--- config.mk ---
export PLATFORM = sky130hd
export DESIGN_NAME = fir4_scan_coef_flat
export DESIGN_NICKNAME = d
export VERILOG_FILES = /design/src/rtl/fir4_pkg.sv /design/src/rtl/fir4_scan_coef_if.sv /design/src/rtl/coef_scan_chain.sv /design/src/rtl/fir4_scan_coef.sv /design/src/flat_wrapper.sv
export SDC_FILE = /design/constraint.sdc
export NUM_CORES = 1
export LEC_CHECK = 0
export CAP_MARGIN = 25
export CORE_ASPECT_RATIO = 0.75
export CORE_UTILIZATION = 45
export CTS_CLUSTER_SIZE = 25
export DETAILED_ROUTE_END_ITERATION = 7
export GPL_TIMING_DRIVEN = 0
export HOLD_SLACK_MARGIN = 0.12
export SYNTH_ARGS = -nofsm -noshare
export SYNTH_HDL_FRONTEND = slang
export SYNTH_SLANG_ARGS = --single-unit
export TNS_END_PERCENT = 5
--- constraint.sdc ---
create_clock -name clk -period 18.4 [get_ports clk]
set_input_delay 3.68 -clock clk [delete_from_list [all_inputs] [get_ports clk]]
set_output_delay 3.68 -clock clk [all_outputs]
set_load 0.03 [all_outputs]
--- src/rtl/fir4_pkg.sv ---
// Shared widths and types for the 4-tap scan-loaded FIR.
package fir4_pkg;

  localparam int DATA_W  = 8;
  localparam int TAPS    = 4;
  localparam int DIV     = 4;
  localparam int OUT_W   = 2*DATA_W + $clog2(TAPS);
  localparam int CHAIN_W = TAPS*DATA_W;

  typedef logic [DATA_W-1:0]   sample_t;
  typedef logic [DATA_W-1:0]   coef_t;
  typedef logic [2*DATA_W-1:0] prod_t;
  typedef logic [OUT_W-1:0]    result_t;

  function automatic prod_t mul(input sample_t s, input coef_t c);
    return prod_t'(s) * prod_t'(c);
  endfunction

endpackage

--- src/rtl/fir4_scan_coef_if.sv ---
// Sample/result bus plus coefficient scan port of the FIR.
interface fir4_scan_coef_if;
  import fir4_pkg::*;

  logic    shift_en;
  logic    shift_in;
  sample_t a;
  result_t y;
  logic    sample_stb;

  modport master (output shift_en, shift_in, a, input y, sample_stb);
  modport slave  (input shift_en, shift_in, a, output y, sample_stb);

endinterface

--- src/rtl/coef_scan_chain.sv ---
// Serial-in coefficient register {c0,c1,c2,c3}; c0 sits at the MSB end so an
// MSB-first load finishes with the first shifted bit in c0[7].
module coef_scan_chain
  import fir4_pkg::*;
(
  input  logic  clk,
  input  logic  reset,
  input  logic  shift_en,
  input  logic  shift_in,
  output coef_t c0,
  output coef_t c1,
  output coef_t c2,
  output coef_t c3
);

  logic [CHAIN_W-1:0] chain;

  always_ff @(posedge clk or posedge reset) begin
    if (reset) begin
      chain <= '0;
    end else if (shift_en) begin
      chain <= {chain[CHAIN_W-2:0], shift_in};
    end
  end

  assign c0 = chain[CHAIN_W-1          -: DATA_W];
  assign c1 = chain[CHAIN_W-1-DATA_W   -: DATA_W];
  assign c2 = chain[2*DATA_W-1         -: DATA_W];
  assign c3 = chain[DATA_W-1:0];

endmodule

--- src/rtl/fir4_scan_coef.sv ---
// 4-tap unsigned FIR sampling once every DIV clocks; coefficients come from
// the scan chain and are used as they stand before the sample edge.
module fir4_scan_coef
  import fir4_pkg::*;
(
  input logic            clk,
  input logic            reset,
  fir4_scan_coef_if.slave bus
);

  logic [1:0] phase;
  logic       sample_cyc;
  sample_t    x0, x1, x2;
  coef_t      c0, c1, c2, c3;
  result_t    acc;
  result_t    y_q;
  logic       stb_q;

  coef_scan_chain u_chain (
    .clk      (clk),
    .reset    (reset),
    .shift_en (bus.shift_en),
    .shift_in (bus.shift_in),
    .c0       (c0),
    .c1       (c1),
    .c2       (c2),
    .c3       (c3)
  );

  assign sample_cyc = (phase == 2'(DIV-1));

  // Products are at most 16 bits; the 18-bit sum cannot overflow.
  always_comb begin
    acc = result_t'(mul(bus.a, c0)) + result_t'(mul(x0, c1))
        + result_t'(mul(x1, c2))    + result_t'(mul(x2, c3));
  end

  always_ff @(posedge clk or posedge reset) begin
    if (reset) begin
      phase <= '0;
      x0    <= '0;
      x1    <= '0;
      x2    <= '0;
      y_q   <= '0;
      stb_q <= 1'b0;
    end else begin
      phase <= phase + 2'd1;
      stb_q <= sample_cyc;
      if (sample_cyc) begin
        y_q <= acc;
        x0  <= bus.a;
        x1  <= x0;
        x2  <= x1;
      end
    end
  end

  assign bus.y          = y_q;
  assign bus.sample_stb = stb_q;

endmodule

--- src/flat_wrapper.sv ---
// flat-port wrapper written by rule: the top's interface ports become plain ports
module fir4_scan_coef_flat import fir4_pkg::*;
  (clk, reset, bus_shift_en, bus_shift_in, bus_a, bus_y, bus_sample_stb);
  fir4_scan_coef_if bus_i ();
  input logic clk;
  input logic reset;
  input wire logic [$bits(bus_i.shift_en)-1:0] bus_shift_en;
  input wire logic [$bits(bus_i.shift_in)-1:0] bus_shift_in;
  input wire logic [$bits(bus_i.a)-1:0] bus_a;
  output wire logic [$bits(bus_i.y)-1:0] bus_y;
  output wire logic [$bits(bus_i.sample_stb)-1:0] bus_sample_stb;
  assign bus_i.shift_en = bus_shift_en;
  assign bus_i.shift_in = bus_shift_in;
  assign bus_i.a = bus_a;
  assign bus_y = bus_i.y;
  assign bus_sample_stb = bus_i.sample_stb;
  fir4_scan_coef u_core (.clk(clk), .reset(reset), .bus(bus_i));
endmodule
==> results of run 1 <==
-- worst reg2reg max path, stage by stage (launching register included) --
cell	delay, ns
dfrtp_1	0.32
clkbuf_1	0.35
nand2_1	0.15
fa_1	0.53
fa_1	0.52
fa_1	0.52
inv_1	0.05
fa_1	0.55
fa_1	0.43
fa_1	0.47
ha_1	0.35
or3_1	0.36
o211ai_1	0.22
inv_1	0.08
a21oi_1	0.19
xnor2_1	0.19
ha_1	0.30
fa_1	0.50
inv_1	0.05
fa_1	0.48
fa_1	0.49
inv_1	0.04
ha_1	0.29
or4_1	0.46
o22ai_2	0.31
o21ai_0	0.18
xor2_1	0.19
mux2_2	0.28
-- through the flow --
step | cells | worst slack, ns | hold slack (ns) | instance area [um^2]
detailed placement | 1596 | 5.70 | 0.439 | 12900
global placement | 1595 | 5.70 | 0.423 | 12900
floorplan | 1223 | 7.04 | 0.401 | 12100
CTS | 1611 | 6.06 | 0.449 | 13200
finish | 1611 | 6.03 | 0.450 | 13200
global route | 1611 | 5.58 | 0.468 | 13200
-- worst max path at each step --
stage	start	end	slack, ns
2_1_floorplan	bus_a[5]	u_core.bus.y[17]	7.04
3_3_place_gp	bus_a[3]	u_core.bus.y[12]	5.70
3_5_place_dp	bus_a[6]	u_core.bus.y[12]	5.70
4_1_cts	bus_a[3]	u_core.bus.y[12]	6.06
5_1_grt	bus_a[3]	u_core.bus.y[12]	5.58
6_report	bus_a[3]	u_core.bus.y[12]	6.03
-- state kept, by name, summed over array words and instances (netlist names) --
| name | flops |
|---|---|
| u_core.bus.sample_stb | 1 |
| u_core.x0 | 8 |
| u_core.u_chain.chain | 32 |
| u_core.phase | 2 |
| u_core.x2 | 8 |
| u_core.bus.y | 18 |
| u_core.x1 | 8 |
-- kinds of logic (layout without fill, tap and decap cells) --
family | count (synthesis) | count (layout)
fa+ha+maj | 345 | 345
buf+inv | 325 | 369
simple gates | 306 | 306
compound gates | 82 | 82
flops | 77 | 77
mux | 67 | 67
xor+xnor | 21 | 21
-- metal layers --
layer,share of wire,global-route usage,vias to the layer above
li1,-,-,3805
met1,0.51,0.340,4186
met2,0.44,0.345,152
met3,0.046,0.0335,21
met4,0.0096,0.0393,0
met5,0,0,-
-- area by class of cell --
| class | count | area share |
|---|---|---|
| multi-input combinational | 821 | 0.683 |
| sequential | 77 | 0.146 |
| inverter | 282 | 0.0805 |
| tap | 344 | 0.0326 |
| timing repair buffer | 29 | 0.0233 |
| clock buffer | 9 | 0.0171 |
| buffer | 43 | 0.0123 |
| clock inverter | 6 | 0.00541 |
-- layout by cell type, fill, tap and decap left out, drive strengths merged, types with 3 or more instances in the layout --
cell type | Yosys | routed
xnor2 | 10 | 10
xor2 | 11 | 11
clkdlybuf4s50 | 0 | 28
and2 | 154 | 154
a21oi | 24 | 24
nor2 | 10 | 10
and3 | 6 | 6
a211oi | 4 | 4
nand3 | 3 | 3
mux2 | 67 | 67
or3 | 4 | 4
ha | 135 | 135
fa | 210 | 210
a21o | 5 | 5
clkbuf | 37 | 46
dfrtp | 77 | 77
o21ai | 16 | 16
nand2 | 115 | 115
a31oi | 5 | 5
buf | 6 | 7
inv | 282 | 284
o21a | 8 | 8
o211ai | 3 | 3
==> results.cfg, run 1 <==
[critical_path]
crit_fanout = 9
cp-end-kind = register
r2r_start = u_core.u_chain.chain[25]
reg2regPathDepth = 27
slowest_delay_ns = 0.65
cp.required_ns = 18.65
arrival_ns = 12.62
cp_common_cell = fa_1
cp.depth = 28
rr_endpoint = u_core.bus.y[12]
cp_top_family = adder cells
worst_setup_path_start_kind = primary input
criticalPathCategory = in2reg
crit_slowest_cell = clkdlybuf4s50_1
rrSetupSlack_ns = 9.43
critPathBufInv = 6

[sta]
relSlewSlack = 0.455
rsz0062_at_grt = false
period_share = 0.672
fmax_mhz = 80.9
timing.final.max_slew_violations = 0
tightest_slew_ns = 0.817
finalCriticalPeriod_ns = 12.37
clock_skew_ns = 0.0139
fin_setup_tns_ns = 0
finalSetupViolations = 0
hold_viol = 0

[drt]
dr.pass1.iters = 7
drc = 0
routed_wl_mm = 27.7
vias = 8164
wl_per_cell_um = 17.2
ant_nets = 0
drt-initial-drc-count = 376
viasPerCell = 5.07

[floorplan]
io_pins = 31
dieWidth_um = 192
design.core.area_mm2 = 0.0262
die_area_mm2 = 0.0277
rows = 51
start_util = 0.463
die_h_um = 144

[run]
maxCapViolCount = 0

[global_routing]
grt_antenna_before_repair = 1
gr-usage-all-layers = 0.225
gr-total-overflow = 0
grt_max_degree = 51
first_global_vias = 8563
grt_pass1_wl_mm = 46.8

[logic_synthesis]
synth_edf_count = 0
ys_ff_latch = 77
synth_mux_area_frac = 0.0624
synthDistinctLibCells = 49
ys.flop_type = dfrtp_1
syn-num-nets = 1580
synth-xor-area-share = 0.0151
syn_inst = 1223
synthTopCellsByCount = inv_1 (282), fa_1 (210), and2_1 (154)
async_flop_share = 1.00
synth_top_area_frac = 0.346
synth_top_cell_by_area = fa_1
syn_area_mm2 = 0.0121
synth_top_family_by_area = adder cells
synthAdderAreaFrac = 0.485
synthTopCellsByArea = fa_1 (35%), dfrtp_1 (16%), ha_1 (14%)
yosys.area_share.simple = 0.132
yosysMostFrequentCell = inv_1
seq_area_frac_synth = 0.159
yosys_warnings = 0
avgSynthCellArea_um2 = 9.93
synth_compound_area_frac = 0.0459

[cells_and_area]
multiInputGateArea_mm2 = 0.00900
final_util = 0.503
drive_gt1_frac = 0.0726
num_antenna_cells = 0
fill_cells = 2503
syn_to_final_growth_pct = 8.54
regArea_mm2 = 0.00193
finalNetCount = 1620

[min_path]
whs_path_depth = 1
hp-start = u_core.phase[0]
worstHoldEndpoint = u_core.phase[0]
min_path_type = reg2reg

[clock_tree]
clock_latency_ns = 0.36
clockBufferDepth = 2
ctsResizeCount = 0
cts_tree = done
cts_made_buffers = 9
cts.reportedPaths.clkPinSlew_ns = 0.07
cts_root_buffer = clkbuf_16
cts_hold_buf = 0
htree_levels = 3
clock_sinks = 77
post-cts-setup-buffer-count = 0

[placed_design]
numPortBuffers = 28
hpwlAfterDp_mm = 22.5
gp_congestion = 0.842

[outcome]
status = complete, no violations
Power of run 1 is left out: the tool's default activity adds up to more than one toggle a clock period on the data nets, which glitch-free logic cannot reach.
==> run 2: changes to the inputs <==
- clock period: 18.4 -> 10.5 ns (I/O delays scaled with it)
==> results.cfg, run 2 (synthesis gave the netlist of run 1 again) <==
[cells_and_area]
drive_gt1_frac = 0.0812
fill_cells = 2503
top_register = u_core.u_chain.chain
final_cell_mix = inv_1 (281), fa_1 (210), and2_1 (154)
regArea_mm2 = 0.00193
largest_reg_flops = 32
final_common_cell = inv_1
syn_to_final_growth_pct = 8.56
multiInputGateArea_mm2 = 0.00901
num_antenna_cells = 0
finalNetCount = 1622

[drt]
viasPerCell = 5.07
vias = 8172
ant_nets = 0
dr.pass1.iters = 5
routed_wl_mm = 27.7
drt-initial-drc-count = 393
wl_per_cell_um = 17.2
drc = 0

[global_routing]
grt_antenna_before_repair = 1
first_global_vias = 8551
grt_pass1_wl_mm = 46.8
gr-total-overflow = 0
gr-usage-all-layers = 0.225
grt_max_degree = 51

[critical_path]
cp.required_ns = 10.76
critPathBufInv = 5
arrival_ns = 10.35
cp_common_cell = fa_1
crit_fanout = 9
worst_setup_path_start_kind = primary input
r2r_start = u_core.u_chain.chain[25]
criticalPathCategory = in2reg
cp_top_family = adder cells
slowest_delay_ns = 0.55
cp-end-kind = register
critPathLaunch = bus_a[5]
crit_slowest_cell = fa_1

[sta]
fin_setup_tns_ns = 0
timing.final.max_slew_violations = 0
clock_skew_ns = 0.0131
finalSetupViolations = 0
hold_viol = 0
relSlewSlack = 0.455
fmax_mhz = 99.0
whs_ns = 0.450
finalCriticalPeriod_ns = 10.10
rsz0062_at_grt = false
tightest_slew_ns = 0.817
period_share = 0.962

[floorplan]
design.core.area_mm2 = 0.0262
start_util = 0.463
io_pins = 31
die_area_mm2 = 0.0277
die_h_um = 144
dieWidth_um = 192
rows = 51

[clock_tree]
cts_tree = done
cts_root_buffer = clkbuf_16
cts.reportedPaths.clkPinSlew_ns = 0.07
cts_hold_buf = 0
cts_made_buffers = 9
htree_levels = 3
clockBufferDepth = 2
clock_latency_ns = 0.37
clock_sinks = 77

[min_path]
hp-start = u_core.phase[0]
min_path_type = reg2reg

[placed_design]
hpwlAfterDp_mm = 22.5
gp_congestion = 0.842
numPortBuffers = 28

[run]
maxCapViolCount = 0

[outcome]
status = complete, no violations
==> run 2: cell types whose count changed in the layout (fill, tap and decap cells not counted), sizes merged <==
cell / before / now
clkbuf: 46 / 52
dlymetal6s2s: 0 / 1
buf: 7 / 9
clkdlybuf4s50: 28 / 21
==> run 2: layout make-up <==
class / count / area share
clock inverters: 6 / 0.00541
plain buffers: 43 / 0.0124
repair buffers: 31 / 0.0224
multi-input cells: 821 / 0.683
clock buffers: 9 / 0.0171
well taps: 344 / 0.0326
flip-flops and latches: 77 / 0.146
inverters: 282 / 0.0805
==> run 2: path summary, 6_finish.rpt <==
check | slack (ns) | cells past startpoint | end
setup / recovery | 0.40 | 27 | u_core.bus.y[12]
hold / removal | 0.45 | 1 | u_core.phase[0]
setup reg to reg | 1.69 | 27 | u_core.bus.y[12]
hold reg to reg | 0.45 | 1 | u_core.phase[0]
max in group asynchronous | 7.79 | 3 | u_core.u_chain.chain[20]
min in group asynchronous | 2.08 | 2 | u_core.u_chain.chain[25]
==> run 2: what timing repair did <==
item / in CTS / in global routing
buffers inserted: 0 / 2
resized for setup: 6 / 18
pin swaps: 0 / 2
setup endpoints to repair: 7 / 8
==> run 2: layer usage <==
layer,vias to the layer above,wire (um),global-route usage,part of all wire
li1,3816,-,-,-
met1,4189,14200,0.340,0.51
met2,150,12100,0.344,0.44
met3,17,1220,0.0335,0.044
met4,0,245,0.0393,0.0088
met5,-,0,0,0
==> run 2: worst register-to-register path: cells and delay by family, from the launching register on <==
kind	cells	cell delay, ns
buffers and inverters	5	0.57
and+or+nand+nor	3	0.98
adders and majority gates	12	5.37
DFF	1	0.32
AOI/OAI and AO/OA	4	0.80
xor gates and xnor gates	2	0.37
muxes	1	0.28
==> run 2: stage by stage <==
stage | cells | utilization | area [um^2] | worst slack, ns
floorplan | 1223 | - | 12100 | 0.715
global placement | 1595 | 0.490 | 12900 | -0.624
detailed placement | 1596 | 0.491 | 12900 | -0.622
CTS | 1611 | 0.502 | 13200 | 0.0164
global route | 1613 | 0.503 | 13200 | 0.0194
finish | 1613 | 0.503 | 13200 | 0.402
Power of run 2 is left out for the same reason.
==> run 3: changes to the inputs <==
- DONT_BUFFER_PORTS: default -> 1
- SKIP_CTS_REPAIR_TIMING: default -> 1
- SYNTH_HIERARCHICAL: default -> 1
==> results.cfg, run 3 <==
[outcome]
status = finished, violations left
violations = DRC

[clock_tree]
clock_latency_ns = 0.36
clockBufferDepth = 2
clock_sinks = 77
cts.reportedPaths.clkPinSlew_ns = 0.06
cts_made_buffers = 9
cts_tree = done
htree_levels = 3
cts_root_buffer = clkbuf_16

[sta]
period_share = 0.787
finalSetupViolations = 0
clock_skew_ns = 0.0102
timing.final.max_slew_violations = 0
finalCriticalPeriod_ns = 8.27
relSlewSlack = 0.389
rsz0062_at_grt = false
hold_viol = 0
fin_setup_tns_ns = 0
tightest_slew_ns = 0.917
fmax_mhz = 121

[critical_path]
crit_slowest_cell = fa_1
slowest_delay_ns = 0.51
cp-end-kind = register
arrival_ns = 8.56
cp_cell_sequence = clkbuf_1 > and2_1 > fa_1 > fa_1 > fa_1 > inv_1 > fa_1 > inv_1 > fa_1 > fa_1 > fa_1 > inv_1 > fa_1 > inv_1 > ha_1 > a21oi_1 > o21ai_0 > a221oi_2 > mux2_2 > nand3_1
cp_common_cell = fa_1
reg2regPathDepth = 20
cp.depth = 20
criticalPathCategory = in2reg
critPathBufInv = 5
cp_top_family = adder cells
crit_fanout = 9
cp.required_ns = 10.79
worst_setup_path_start_kind = primary input

[logic_synthesis]
synth_top_cell_by_area = fa_1
synthTopCellsByArea = fa_1 (37%), dfrtp_1 (16%), ha_1 (13%)
ys_ff_latch = 77
ys.flop_type = dfrtp_1
yosys_warnings = 6
syn_inst = 1180
synth_top_area_frac = 0.366
syn_area_mm2 = 0.0123
avgSynthCellArea_um2 = 10.4
seq_area_frac_synth = 0.157
async_flop_share = 1.00
syn-num-nets = 1546
synthTopCellsByCount = inv_1 (307), fa_1 (224), and2_1 (175)
yosysMostFrequentCell = inv_1
synthDistinctLibCells = 57
synth_edf_count = 0

[floorplan]
io_pins = 31
die_h_um = 145
dieWidth_um = 193
design.core.area_mm2 = 0.0264
start_util = 0.465
die_area_mm2 = 0.0279
rows = 51

[cells_and_area]
largest_reg_flops = 32
top_register = u_core/u_chain/chain
finalNetCount = 1558
final_cell_mix = inv_1 (305), fa_1 (224), and2_1 (175)
final_common_cell = inv_1
fill_cells = 2471
syn_to_final_growth_pct = 6.04
drive_gt1_frac = 0.0819
num_antenna_cells = 0

[placed_design]
gp_congestion = 0.812
hpwlAfterDp_mm = 23.1
numPortBuffers = 0

[min_path]
whs_path_depth = 1
min_path_type = reg2reg

[run]
maxCapViolCount = 0

[drt]
drt-initial-drc-count = 410
drc = 2
ant_nets = 0
wl_per_cell_um = 17.7
dr.pass1.iters = 6
viasPerCell = 5.00
routed_wl_mm = 27.2
vias = 7693

[global_routing]
first_global_vias = 8242
gr-total-overflow = 0
grt_max_degree = 33
grt_antenna_before_repair = 0
grt_pass1_wl_mm = 45.9
gr-usage-all-layers = 0.218
[run 3: logic make-up after synthesis]
logic type,share of synthesized area
fa+ha+maj,0.498
xor+xnor,0.00684
compound gates,0.0284
mux,0.0697
buf+inv,0.107
simple gates,0.133
flops,0.157
[run 3: worst paths after layout]
check                      slack [ns]             from                       end
max                              2.23         bus_a[4]          u_core/bus.y[16]
min in group asynchronous        1.63            reset              u_core/x0[4]
max reg2reg                      3.59     u_core/x1[7]          u_core/bus.y[16]
max in group asynchronous        8.17            reset  u_core/u_chain/chain[14]
min reg2reg                      0.42  u_core/phase[0]           u_core/phase[0]
min                              0.42  u_core/phase[0]           u_core/phase[0]
[run 3: cell type report]
type | instances | area, um^2 | share of cell area
plain buffers | 20 | 151 | 0.0116
flip-flops and latches | 77 | 1930 | 0.148
clock inverters | 5 | 61.3 | 0.00471
repair buffers | 1 | 20.0 | 0.00154
clock buffers | 10 | 229 | 0.0176
inverters | 308 | 1160 | 0.0889
well taps | 344 | 430 | 0.0331
multi-input cells | 775 | 9030 | 0.694
[run 3: through the flow]
stage	area [um^2]	hold WS, ns	setup slack [ns]	std cells	util
after floorplan	12300	0.401	2.65	1180	-
after global placement	12700	0.413	1.90	1524	0.482
after detailed placement	12700	0.417	1.90	1525	0.482
after CTS	13000	0.425	2.28	1540	0.493
after global routing	13000	0.427	1.96	1540	0.493
final	13000	0.418	2.23	1540	0.493
[run 3: per-layer routing]
layer | GRT usage | wire length [um]
met4 | 0.0374 | 244
met1 | 0.346 | 13900
met3 | 0.0402 | 1480
met5 | 0 | 0
met2 | 0.308 | 11600
Power of run 3 is left out for the same reason.
